--- src/rtl/coin_acceptor.sv ---
// coin_acceptor
//   Debounces two raw coin sensors (1-rupee, 2-rupee), classifies the coin and
//   hands a one-cycle coin code to the vending FSM. Coins that arrive while
//   the vending FSM is dispensing, or that trip both sensors at once, are
//   returned. A sensor that stays high too long after a coin is accepted
//   latches a sticky fault until reset.
//
// Ports
//   clk          rising-edge clock
//   rst          synchronous, active-high reset
//   sense_1      raw 1-rupee sensor (asynchronous, bouncy, active-high)
//   sense_2      raw 2-rupee sensor (asynchronous, bouncy, active-high)
//   lockout      vending FSM dispensing; a coin accepted while high is rejected
//   coin_in      2'b01 one rupee, 2'b10 two rupees, one-cycle pulse, else 2'b00
//   coin_reject  one-cycle pulse: coin returned to customer
//   busy         high whenever the FSM is not idle
//   fault        sticky stuck-sensor flag
module coin_acceptor #(
    parameter int DEBOUNCE_CYCLES = 4,
    parameter int STUCK_CYCLES    = 1024
) (
    input  logic       clk,
    input  logic       rst,
    input  logic       sense_1,
    input  logic       sense_2,
    input  logic       lockout,
    output logic [1:0] coin_in,
    output logic       coin_reject,
    output logic       busy,
    output logic       fault
);

    localparam int DB_W = $clog2(DEBOUNCE_CYCLES + 1);
    localparam int ST_W = $clog2(STUCK_CYCLES + 1);

    localparam logic [DB_W-1:0] DB_LAST = DB_W'(DEBOUNCE_CYCLES - 1);
    localparam logic [ST_W-1:0] ST_LAST = ST_W'(STUCK_CYCLES - 1);

    typedef enum logic [1:0] {
        IDLE,
        DEBOUNCE,
        WAIT_RELEASE,
        FAULT
    } state_t;

    state_t          state, state_n;
    logic [1:0]      cand, cand_n;
    logic [DB_W-1:0] db_cnt, db_n;
    logic [DB_W-1:0] rel_cnt, rel_n;
    logic [ST_W-1:0] stuck_cnt, stuck_n;
    logic [1:0]      coin_in_n;
    logic            reject_n;

    logic s1_meta, s1_sync;
    logic s2_meta, s2_sync;
    logic [1:0] s_vec;

    // Two-flop synchronizers; nothing downstream looks at the raw sensors.
    always_ff @(posedge clk) begin
        if (rst) begin
            s1_meta <= 1'b0;
            s1_sync <= 1'b0;
            s2_meta <= 1'b0;
            s2_sync <= 1'b0;
        end else begin
            s1_meta <= sense_1;
            s1_sync <= s1_meta;
            s2_meta <= sense_2;
            s2_sync <= s2_meta;
        end
    end

    assign s_vec = {s2_sync, s1_sync};

    always_ff @(posedge clk) begin
        if (rst) begin
            state       <= IDLE;
            cand        <= '0;
            db_cnt      <= '0;
            rel_cnt     <= '0;
            stuck_cnt   <= '0;
            coin_in     <= '0;
            coin_reject <= 1'b0;
        end else begin
            state       <= state_n;
            cand        <= cand_n;
            db_cnt      <= db_n;
            rel_cnt     <= rel_n;
            stuck_cnt   <= stuck_n;
            coin_in     <= coin_in_n;
            coin_reject <= reject_n;
        end
    end

    always_comb begin
        state_n   = state;
        cand_n    = cand;
        db_n      = db_cnt;
        rel_n     = rel_cnt;
        stuck_n   = stuck_cnt;
        coin_in_n = '0;
        reject_n  = 1'b0;

        case (state)
            IDLE: begin
                db_n    = '0;
                rel_n   = '0;
                stuck_n = '0;
                if (s_vec == 2'b01 || s_vec == 2'b10) begin
                    cand_n  = s_vec;
                    db_n    = DB_W'(1);
                    state_n = DEBOUNCE;
                end else if (s_vec == 2'b11) begin
                    // Both sensors at once cannot be a genuine coin.
                    reject_n = 1'b1;
                    state_n  = WAIT_RELEASE;
                end
            end

            DEBOUNCE: begin
                if (s_vec == cand) begin
                    if (db_cnt == DB_LAST) begin
                        // lockout matters only on this accept edge.
                        if (lockout) reject_n  = 1'b1;
                        else         coin_in_n = cand;
                        db_n    = '0;
                        state_n = WAIT_RELEASE;
                    end else if (db_cnt != '1) begin
                        db_n = db_cnt + 1'b1;
                    end
                end else begin
                    db_n    = '0;
                    state_n = IDLE;
                end
            end

            WAIT_RELEASE: begin
                if (s_vec == 2'b00) begin
                    stuck_n = '0;
                    if (rel_cnt == DB_LAST) begin
                        rel_n   = '0;
                        state_n = IDLE;
                    end else if (rel_cnt != '1) begin
                        rel_n = rel_cnt + 1'b1;
                    end
                end else begin
                    rel_n = '0;
                    if (stuck_cnt == ST_LAST) begin
                        state_n = FAULT;
                    end else if (stuck_cnt != '1) begin
                        stuck_n = stuck_cnt + 1'b1;
                    end
                end
            end

            FAULT: begin
                state_n = FAULT;
            end

            default: begin
                state_n = IDLE;
            end
        endcase
    end

    // Decoded from the state register only, so no input reaches them combinationally.
    assign busy  = (state != IDLE);
    assign fault = (state == FAULT);

endmodule

--- config.mk ---
export PLATFORM = sky130hd
export DESIGN_NAME = coin_acceptor
export DESIGN_NICKNAME = d
export VERILOG_FILES = /design/src/rtl/coin_acceptor.sv
export SDC_FILE = /design/constraint.sdc
export NUM_CORES = 1
export LEC_CHECK = 0
export BUFFER_PORTS_ARGS = -buffer_cell sky130_fd_sc_hd__buf_2
export CAP_MARGIN = 20
export CORE_ASPECT_RATIO = 0.9
export CORE_UTILIZATION = 56
export DETAILED_ROUTE_END_ITERATION = 16
export MAX_ROUTING_LAYER = met4
export PLACE_DENSITY = 0.8
export SYNTH_ARGS = -nofsm -noshare
export SYNTH_HDL_FRONTEND = slang
export SYNTH_SLANG_ARGS = --single-unit
--- constraint.sdc ---
create_clock -name clk -period 3.2 [get_ports clk]
set_input_delay 0.64 -clock clk [delete_from_list [all_inputs] [get_ports clk]]
set_output_delay 0.64 -clock clk [all_outputs]
set_load 0.01 [all_outputs]
==> flow_summary_export.csv, run 1 <==
group,metric,value,unit
setup_path,worstPathMaxFanout,15,
final_layout,n_antenna_cell,0,
cts,cts_setup_buffers,0,
sta,final.setup_skew,7.47,ps
sta,finalHoldViolations,0,
grt,grt_pass1_vias,1015,
sta,finalSetupViolCount,0,
routing,drtPass1Iterations,4,
cts,ctsHtreeMaxLevel,1,
final_layout,fillers,200,
placed_design,portBuffers,9,
grt,grt_pass1_wl,4190,microns
logic_synthesis,synth_top_cell_by_area,"dfxtp_1",
floorplanning,num_rows,16,
logic_synthesis,synth.distinct_cells,39,
logic_synthesis,synth_top_area_frac,0.418,
logic_synthesis,yosys.area_share.simple,0.294,
cts,root_buffer,"clkbuf_4",
setup_path,crit_required,2560,ps
sta,slew_headroom,0.580,
sta,fmax,506,MHz
sta,rsz0062_at_grt,"false",
logic_synthesis,synth_compound_area_frac,0.129,
logic_synthesis,synthCells,153,
cts,clk_latency,320,ps
floorplanning,initial_core_util,0.604,
sta,post-route-period-util,0.617,
grt,grt_max_degree,23,
logic_synthesis,ys_ff_latch,28,
logic_synthesis,synth.yosys.seq_area_share,0.418,
final_layout,fin_nets,173,
cts,clockBufferDepth,2,
power,p_per_area,502,nW/um^2
cts,cts_tree,"built",
logic_synthesis,synth_nets,164,
logic_synthesis,yosysWarnings,0,
grt,gr-total-overflow,0,
routing,routedWlPerCell,12.5,microns
final_layout,final_cell_mix,"dfxtp_1, nor2_1, nand2_1, buf_2, a21oi_1",
run,cap_violations,0,
routing,wirelength,2340,microns
routing,drtIter0Drc,26,
grt,antenna_found_initial,0,
setup_path,start_kind,"flop",
floorplanning,die_x,53.6,microns
power,ir_drop,355,uV
sta,tns,0,ps
setup_path,worstSetupPathType,"flop to primary output",
logic_synthesis,synth_mux_area_frac,0.0149,
logic_synthesis,yosys-top-cells-area,"dfxtp_1, ha_1, nor2_1",
power,power,0.711,mW
setup_path,cp.arrival,1340,ps
logic_synthesis,synth_adder_area_share,0.0560,
final_layout,drive_above_1_share,0.113,
cts,postCtsResizedCells,0,
routing,via_count,1071,
final_layout,area_delta_synth_final,5.60,%
outcome,status,"complete, no violations",
cts,clock-sinks,28,
sta,min_period,1980,ps
routing,drt_drc_violations_left,0,
placed_design,place_congestion,0.851,
floorplanning,die_area,2600,sq um
cts,holdBufCountCts,0,
final_layout,multi_input_area,732,sq um
floorplanning,die_h,48.4,microns
grt,grt_use_total,0.220,
hold_path,min_path_type,"flop to flop",
final_layout,seqCellArea,561,sq um
sta,slew_viol_final,0,
final_layout,layout_commonest_cell,"dfxtp_1",
floorplanning,num_io_pins,10,
logic_synthesis,avgSynthCellArea,8.77,sq um
logic_synthesis,synth_xor_area_frac,0.0522,
sta,tightest_slew,624,ps
logic_synthesis,synth_top_family_by_area,"simple AND/OR/NAND/NOR gates",
cts,clk_pin_slew,140,ps
floorplanning,core,2220,sq um
power,p_leak,0.519,nW
final_layout,final_util,0.637,
logic_synthesis,synthesis.area,1340,sq um
routing,drtAntennaViolNets,0,
placed_design,hpwl,1730,microns
cts,cts_inserted_buffers,3,
setup_path,cp-end-kind,"primary output",
routing,viasPerCell,5.73,
==> Yosys cell counts <==
cell type and count:
nor3_1 3, and2_1 1, o21bai_1 1, nand4_1 3
xnor2_1 4, a41o_2 1, nor4_2 1, a21oi_1 8
and4_4 1, and3_1 1, nor3b_1 3, a211o_1 1
nor4b_1 2, o21a_1 1, or4_1 1, clkbuf_1 4
buf_6 1, ha_1 6, a32oi_1 2, xor2_1 4
inv_1 6, a211oi_1 3, nand2b_1 4, dfxtp_1 28
nor2_1 20, nor2b_1 7, a31oi_1 2, or3_2 1
nand4b_1 1, nand3_1 6, and4_1 1, nand3_4 1
a41oi_1 1, o21ai_0 4, nand2_1 14, nand3b_1 1
mux2i_1 2, a22oi_1 1, a31o_2 1
==> cells by family after synthesis <==
family / count (synthesis)
fa+ha+maj: 6
xor+xnor: 8
simple gates: 72
compound gates: 26
buf+inv: 11
flops: 28
mux: 2
==> stage by stage <==
stage          instances  instance area (sq um)  worst slack (ps)  hold WS (ps)
3_3_place_gp         184                   1390              1310           427
4_1_cts              187                   1420              1230           458
6_report             187                   1420              1220           451
2_1_floorplan        153                   1340              1430           409
5_1_grt              187                   1420               997           470
3_5_place_dp         184                   1390              1260           438
==> where the power goes <==
group          internal, mW  switching (mW)  leakage [nW]  total (mW)
Combinational        0.0736          0.0953         0.278       0.169
Clock                0.0441          0.0921        0.0138       0.136
Sequential            0.367          0.0380         0.227       0.406
==> metal layers <==
layer,up-vias,share of wire,GRT usage
li1,555,-,-
met1,489,0.49,0.270
met2,25,0.47,0.360
met3,2,0.039,0.0566
met4,0,0.0060,0.0395
met5,-,0,-
==> state kept, by name, indices dropped and copies added (netlist names) <==
name / flops
state: 2
s1_meta: 1
stuck_cnt: 11
db_cnt: 3
s2_sync: 1
rel_cnt: 3
cand: 2
s1_sync: 1
coin_in: 2
s2_meta: 1
coin_reject: 1
==> critical path, cell delays in order, from the launching register on <==
cell and delay (ps):
dfxtp_1 630, nor2_1 190, inv_1 80, buf_2 120
==> layout make-up <==
cell class,count,area share
clock buffers,3,0.0159
inverters,6,0.0159
well taps,27,0.0239
repair buffers,9,0.0318
flip-flops and latches,28,0.396
multi-input cells,114,0.517
==> final timing paths <==
kind	startpoint	cells after the start	to	slack, ps
setup reg to reg	state[0]	5	db_cnt[1]	1250
setup / recovery	state[1]	3	busy	1220
hold reg to reg	s2_meta	1	s2_sync	450
hold / removal	s2_meta	1	s2_sync	450
Note: power is estimated with default switching activity, not from simulation.
==> inputs of run 2 (changes only) <==
Settings changed: ABC_AREA set to 1.
Clock period 3.2 ns to 1.86 ns, I/O delays scaled along.
==> run 2 against run 1 <==
- clock power grew 120%
- die area increased by 11%
- register-to-register slack lost 1000 ps
- routed wire length increased by 16%
- clock skew grew 3.9 ps
- setup slack worse by 1000 ps
- final cell count increased by 34%
- global-route usage increased by 0.67 points
- first-iteration DRC count increased by 58%
- largest cell class unchanged
==> flow_summary_export.csv, run 2 <==
group,metric,value,unit
final_layout,seqCellArea,562,sq um
logic_synthesis,avgSynthCellArea,7.04,sq um
routing,drtAntennaViolNets,0,
routing,drtIter0Drc,41,
placed_design,portBuffers,9,
power,p_clk_frac,0.198,
logic_synthesis,synth.distinct_cells,28,
power,internal_power,0.938,mW
outcome,status,"complete, no violations",
cts,cts_inserted_buffers,3,
logic_synthesis,yosysWarnings,0,
final_layout,multi_input_area,777,sq um
setup_path,worst_path_max_delay_cell,"dfxtp_1",
logic_synthesis,synth_edf_count,0,
placed_design,pre_cts_slack,228,ps
final_layout,area_delta_synth_final,6.88,%
logic_synthesis,synth_nets,223,
sta,finalSetupViolCount,0,
grt,grt_max_degree,16,
logic_synthesis,ys_async_sr_fraction,0,
cts,clk_pin_slew,130,ps
grt,grt_pass1_wl,4930,microns
cts,cts_tree,"built",
power,p_per_area,933,nW/um^2
sta,slew_headroom,0.763,
routing,routedWlPerCell,10.8,microns
logic_synthesis,synth_top_cell_by_area,"dfxtp_1",
sta,tns,0,ps
setup_path,r2r-start,"s2_sync",
final_layout,fillers,232,
grt,grt_use_total,0.227,
setup_path,cp.arrival,1870,ps
setup_path,crit_chain,"inv_1, ha_1, inv_1, nand2_2, nor2_4, nand3_4, nand2_4, nor2_1, o21ai_1, nor2_1",
setup_path,r2r_slack,230,ps
sta,post-route-period-util,0.878,
cts,clock-sinks,28,
setup_path,r2r_end,"stuck_cnt[8]",
setup_path,cp-end-kind,"flop",
logic_synthesis,synthesis.area,1490,sq um
final_layout,drive_above_1_share,0.135,
grt,grt_pass1_vias,1189,
power,combPwrFrac,0.323,
routing,via_count,1286,
floorplanning,die_h,51.0,microns
placed_design,hpwl,2110,microns
logic_synthesis,synth.most_common_cell,"nand2_1",
final_layout,regMostFlops,"stuck_cnt",
routing,drtPass1Iterations,5,
floorplanning,die_area,2870,sq um
routing,wirelength,2710,microns
logic_synthesis,synthCells,212,
logic_synthesis,synth_commonest_cells,"nand2_1, inv_1, nor2_1",
final_layout,reg_top3,"stuck_cnt x11, db_cnt x3, rel_cnt x3",
floorplanning,num_rows,17,
cts,root_buffer,"clkbuf_4",
routing,drt_drc_violations_left,0,
setup_path,slowest_delay,390,ps
placed_design,place_congestion,0.920,
power,swShare,0.369,
sta,finalWorstSetupSlack,226,ps
final_layout,n_antenna_cell,0,
cts,holdBufCountCts,0,
logic_synthesis,yosys-top-cells-area,"dfxtp_1, nand2_1, inv_1",
hold_path,whs_path_depth,3,
setup_path,reg2reg_depth,10,
sta,whs,239,ps
cts,clk_latency,330,ps
hold_path,min_from,"sense_2",
sta,min_period,1630,ps
hold_path,worstHoldEndpoint,"s2_meta",
power,p_leak,0.690,nW
hold_path,min_path_type,"input port to flop",
setup_path,worstPathMaxFanout,10,
setup_path,crit_required,2100,ps
sta,finalHoldViolations,0,
logic_synthesis,synth_ff_type,"dfxtp_1",
power,p_switching,0.549,mW
final_layout,final_cell_mix,"nand2_1, inv_1, nor2_1, dfxtp_1, a21oi_1",
floorplanning,core,2490,sq um
routing,viasPerCell,5.12,
floorplanning,initial_core_util,0.599,
cts,ctsHtreeMaxLevel,1,
sta,rsz0062_at_grt,"false",
setup_path,worstSetupPathType,"flop to flop",
final_layout,final_util,0.641,
sta,final.setup_skew,11.3,ps
sta,slew_viol_final,0,
floorplanning,die_x,56.4,microns
sta,tightest_slew,353,ps
setup_path,start_kind,"flop",
floorplanning,num_io_pins,10,
sta,fmax,612,MHz
logic_synthesis,synth.yosys.seq_area_share,0.376,
cts,clockBufferDepth,2,
logic_synthesis,synth_top_area_frac,0.376,
grt,gr-total-overflow,0,
grt,antenna_found_initial,0,
logic_synthesis,ys_ff_latch,28,
run,cap_violations,0,
final_layout,largest_register_ffs,11,
power,power,1.49,mW
final_layout,fin_nets,235,
power,p_seq_frac,0.479,
power,ir_drop,708,uV
final_layout,layout_commonest_cell,"nand2_1",
-- run 2: timing repair --
| action | in CTS | in global routing |
|---|---|---|
| buffers inserted | 0 | 0 |
| setup endpoints to repair | 0 | 1 |
| hold endpoints to repair | 0 | 0 |
| resized for setup | 0 | 1 |
-- run 2: metrics by stage --
stage | instance area [sq um] | std cells
3_3_place_gp | 1560 | 247
5_1_grt | 1590 | 251
4_1_cts | 1590 | 251
3_5_place_dp | 1560 | 247
2_1_floorplan | 1490 | 212
6_report | 1590 | 251
-- run 2: per-layer routing --
metal / track usage / wire length [microns] / share of wire
met4: 0.0732 / 28 / 0.010
met5: - / 0 / 0
met1: 0.278 / 1430 / 0.53
met3: 0.0456 / 90 / 0.033
met2: 0.379 / 1160 / 0.43
-- run 2: worst max-delay path, delay by kind of cell (launching register included) --
family / cells / cell delay [ps]
simple gates: 6 / 590
buf+inv: 2 / 240
fa+ha+maj: 1 / 210
compound gates: 1 / 110
flops: 1 / 390
-- run 2: worst max path at each step --
| stage | start | to | slack, ps | depth (start not counted) |
|---|---|---|---|---|
| finish | s2_sync | stuck_cnt[8] | 230 | 10 |
| global route | s2_sync | stuck_cnt[8] | 40 | 10 |
| CTS | s1_sync | stuck_cnt[8] | 210 | 10 |
| detailed placement | s1_sync | stuck_cnt[8] | 230 | 10 |
| global placement | s1_sync | stuck_cnt[8] | 310 | 10 |
| floorplan | s1_sync | stuck_cnt[8] | 390 | 10 |
-- run 2: logic make-up (layout without fill, tap and decap cells) --
logic type / count (synthesis) / after routing / synth area share
flip-flops: 28 / 28 / 0.376
XOR/XNOR: 1 / 1 / 0.00587
AO/OA/AOI/OAI: 27 / 27 / 0.101
buffers and inverters: 39 / 50 / 0.103
adder cells (fa/ha/maj): 6 / 6 / 0.0503
AND/OR/NAND/NOR: 111 / 111 / 0.364
-- run 2: final cells by class --
| cell class | count | share of cell area |
|---|---|---|
| tap | 28 | 0.0220 |
| timing repair buffer | 9 | 0.0283 |
| inverter | 37 | 0.0871 |
| clock buffer | 4 | 0.0228 |
| sequential | 28 | 0.352 |
| multi-input combinational | 145 | 0.487 |
-- run 2: power groups by stage --
| stage | clock network (mW) | registers [mW] | logic [mW] |
|---|---|---|---|
| finish | 0.295 | 0.712 | 0.480 |
| detailed placement | 0 | 0.724 | 0.476 |
| global route | 0.328 | 0.720 | 0.545 |
| floorplan | 0 | 0.712 | 0.397 |
| global placement | 0 | 0.725 | 0.468 |
| CTS | 0.312 | 0.711 | 0.479 |
==> inputs of run 3 (changes only) <==
--- a/config.mk
+++ b/config.mk
@@ -8,3 +8,3 @@
 export ABC_AREA = 1
-export BUFFER_PORTS_ARGS = -buffer_cell sky130_fd_sc_hd__buf_2
+export BUFFER_PORTS_ARGS = -buffer_cell sky130_fd_sc_hd__clkbuf_2
 export CAP_MARGIN = 20
==> constraint.sdc (replaced) <==
create_clock -name clk -period 1.86 [get_ports clk]
set_input_delay 0.186 -clock clk [delete_from_list [all_inputs] [get_ports clk]]
set_output_delay 0.186 -clock clk [all_outputs]
set_load 0.01 [all_outputs]
==> run 3 against run 2 <==
- die area did not move
- combinational power fell by 1%
- highest routed layer unchanged
- critical path type unchanged
- non-clock buffer count did not move
- final cell count did not move
- total power rose by 6.0%
- cell area rose by 0.94%
==> flow_summary_export.csv, run 3 (synthesis results as in run 2) <==
group,metric,value,unit
outcome,status,"complete, no violations",
sta,slew_viol_final,0,
cts,cts_tree,"built",
sta,finalWorstSetupSlack,208,ps
routing,drtPass1Iterations,4,
final_layout,n_antenna_cell,0,
final_layout,layout_commonest_cell,"nand2_1",
floorplanning,num_io_pins,10,
floorplanning,die_h,51.0,microns
setup_path,crit_chain,"inv_1, ha_1, inv_1, nand2_2, nor2_1, nand2_1, nand3_1, nand2_1, inv_1, nor2_1",
power,p_per_area,979,nW/um^2
floorplanning,initial_core_util,0.599,
routing,drtIter0Drc,47,
setup_path,crit_buf_inv,3,
grt,grt_max_degree,17,
sta,fmax,605,MHz
setup_path,slowest_delay,410,ps
cts,clockBufferDepth,2,
routing,wirelength,2580,microns
sta,tns,0,ps
setup_path,worstSetupPathType,"flop to flop",
cts,clock-sinks,28,
grt,grt_pass1_wl,4580,microns
grt,antenna_found_initial,0,
cts,holdBufCountCts,0,
final_layout,reg_top3,"stuck_cnt x11, db_cnt x3, rel_cnt x3",
placed_design,portBuffers,9,
cts,cts_setup_buffers,0,
grt,grt_use_total,0.208,
sta,min_period,1650,ps
routing,routedWlPerCell,10.3,microns
setup_path,start_kind,"flop",
power,p_leak,0.694,nW
sta,finalSetupViolCount,0,
sta,whs,22.2,ps
setup_path,crit_required,2100,ps
cts,root_buffer,"clkbuf_4",
setup_path,cp.arrival,1890,ps
routing,via_count,1291,
cts,postCtsResizedCells,0,
routing,drt_drc_violations_left,0,
hold_path,min_path_type,"input port to flop",
sta,finalHoldViolations,0,
routing,drtAntennaViolNets,0,
final_layout,fin_nets,235,
sta,rsz0062_at_grt,"false",
cts,clk_latency,330,ps
setup_path,cp-end-kind,"flop",
setup_path,cp_top_family,"simple AND/OR/NAND/NOR gates",
floorplanning,die_x,56.4,microns
cts,clk_pin_slew,140,ps
final_layout,final_cell_mix,"nand2_1, inv_1, nor2_1, dfxtp_1, a21oi_1",
sta,post-route-period-util,0.888,
final_layout,final_area,1610,sq um
routing,viasPerCell,5.14,
grt,gr-total-overflow,0,
sta,tightest_slew,329,ps
placed_design,place_congestion,0.827,
cts,cts_inserted_buffers,3,
final_layout,area_delta_synth_final,7.89,%
sta,final.setup_skew,7.64,ps
setup_path,worstPathMaxFanout,4,
floorplanning,num_rows,17,
sta,slew_headroom,0.779,
grt,grt_pass1_vias,1089,
power,ir_drop,786,uV
run,cap_violations,0,
floorplanning,die_area,2870,sq um
final_layout,regMostFlops,"stuck_cnt",
placed_design,place_area,1560,sq um
placed_design,pre_cts_slack,258,ps
setup_path,crit_top_cell,"inv_1",
floorplanning,core,2490,sq um
placed_design,hpwl,1990,microns
setup_path,worst_path_max_delay_cell,"dfxtp_1",
final_layout,largest_register_ffs,11,
final_layout,drive_above_1_share,0.130,
cts,ctsHtreeMaxLevel,1,
run 3: cell types whose count changed in the layout (fill, tap and decap cells not counted), sizes merged:
cell,delta
buf,-9
bufinv,+1
clkbuf,+8
run 3: tightest hold or removal path, stage by stage:
cell and delay (ps):
clkbuf_2 80, inv_1 40, nor2_1 30
run 3: routing by layer:
layer | vias to the layer above | track usage | wire [microns]
met5 | - | - | 0
met4 | 0 | 0.0610 | 34
met3 | 4 | 0.0456 | 141
met2 | 34 | 0.317 | 1040
met1 | 554 | 0.280 | 1360
li1 | 699 | - | -
run 3: worst paths after layout:
kind,start,to,slack [ps],depth (start not counted)
min reg2reg,s2_meta,s2_sync,410,2
max,s1_sync,state[0],210,10
max reg2reg,s1_sync,state[0],210,10
min,sense_1,s1_meta,20,3
run 3: through the flow:
step                cells  utilization  power [mW]
CTS                   251        0.647        1.59
global route          251        0.647        1.70
detailed placement    247        0.625        1.20
finish                251        0.647        1.58
global placement      247        0.625        1.19
floorplan             212            -        1.11
run 3: power breakdown:
| part | switching [mW] | internal [mW] |
|---|---|---|
| Combinational | 0.310 | 0.164 |
| Sequential | 0.0585 | 0.654 |
| Clock | 0.171 | 0.218 |
run 3: cell type report:
cell class	count	area, sq um
inverters	37	139
repair buffers	9	45.0
clock buffers	3	22.5
fillers	231	880
well taps	28	35.0
flip-flops and latches	28	561
clock inverters	1	30.0
multi-input cells	145	777
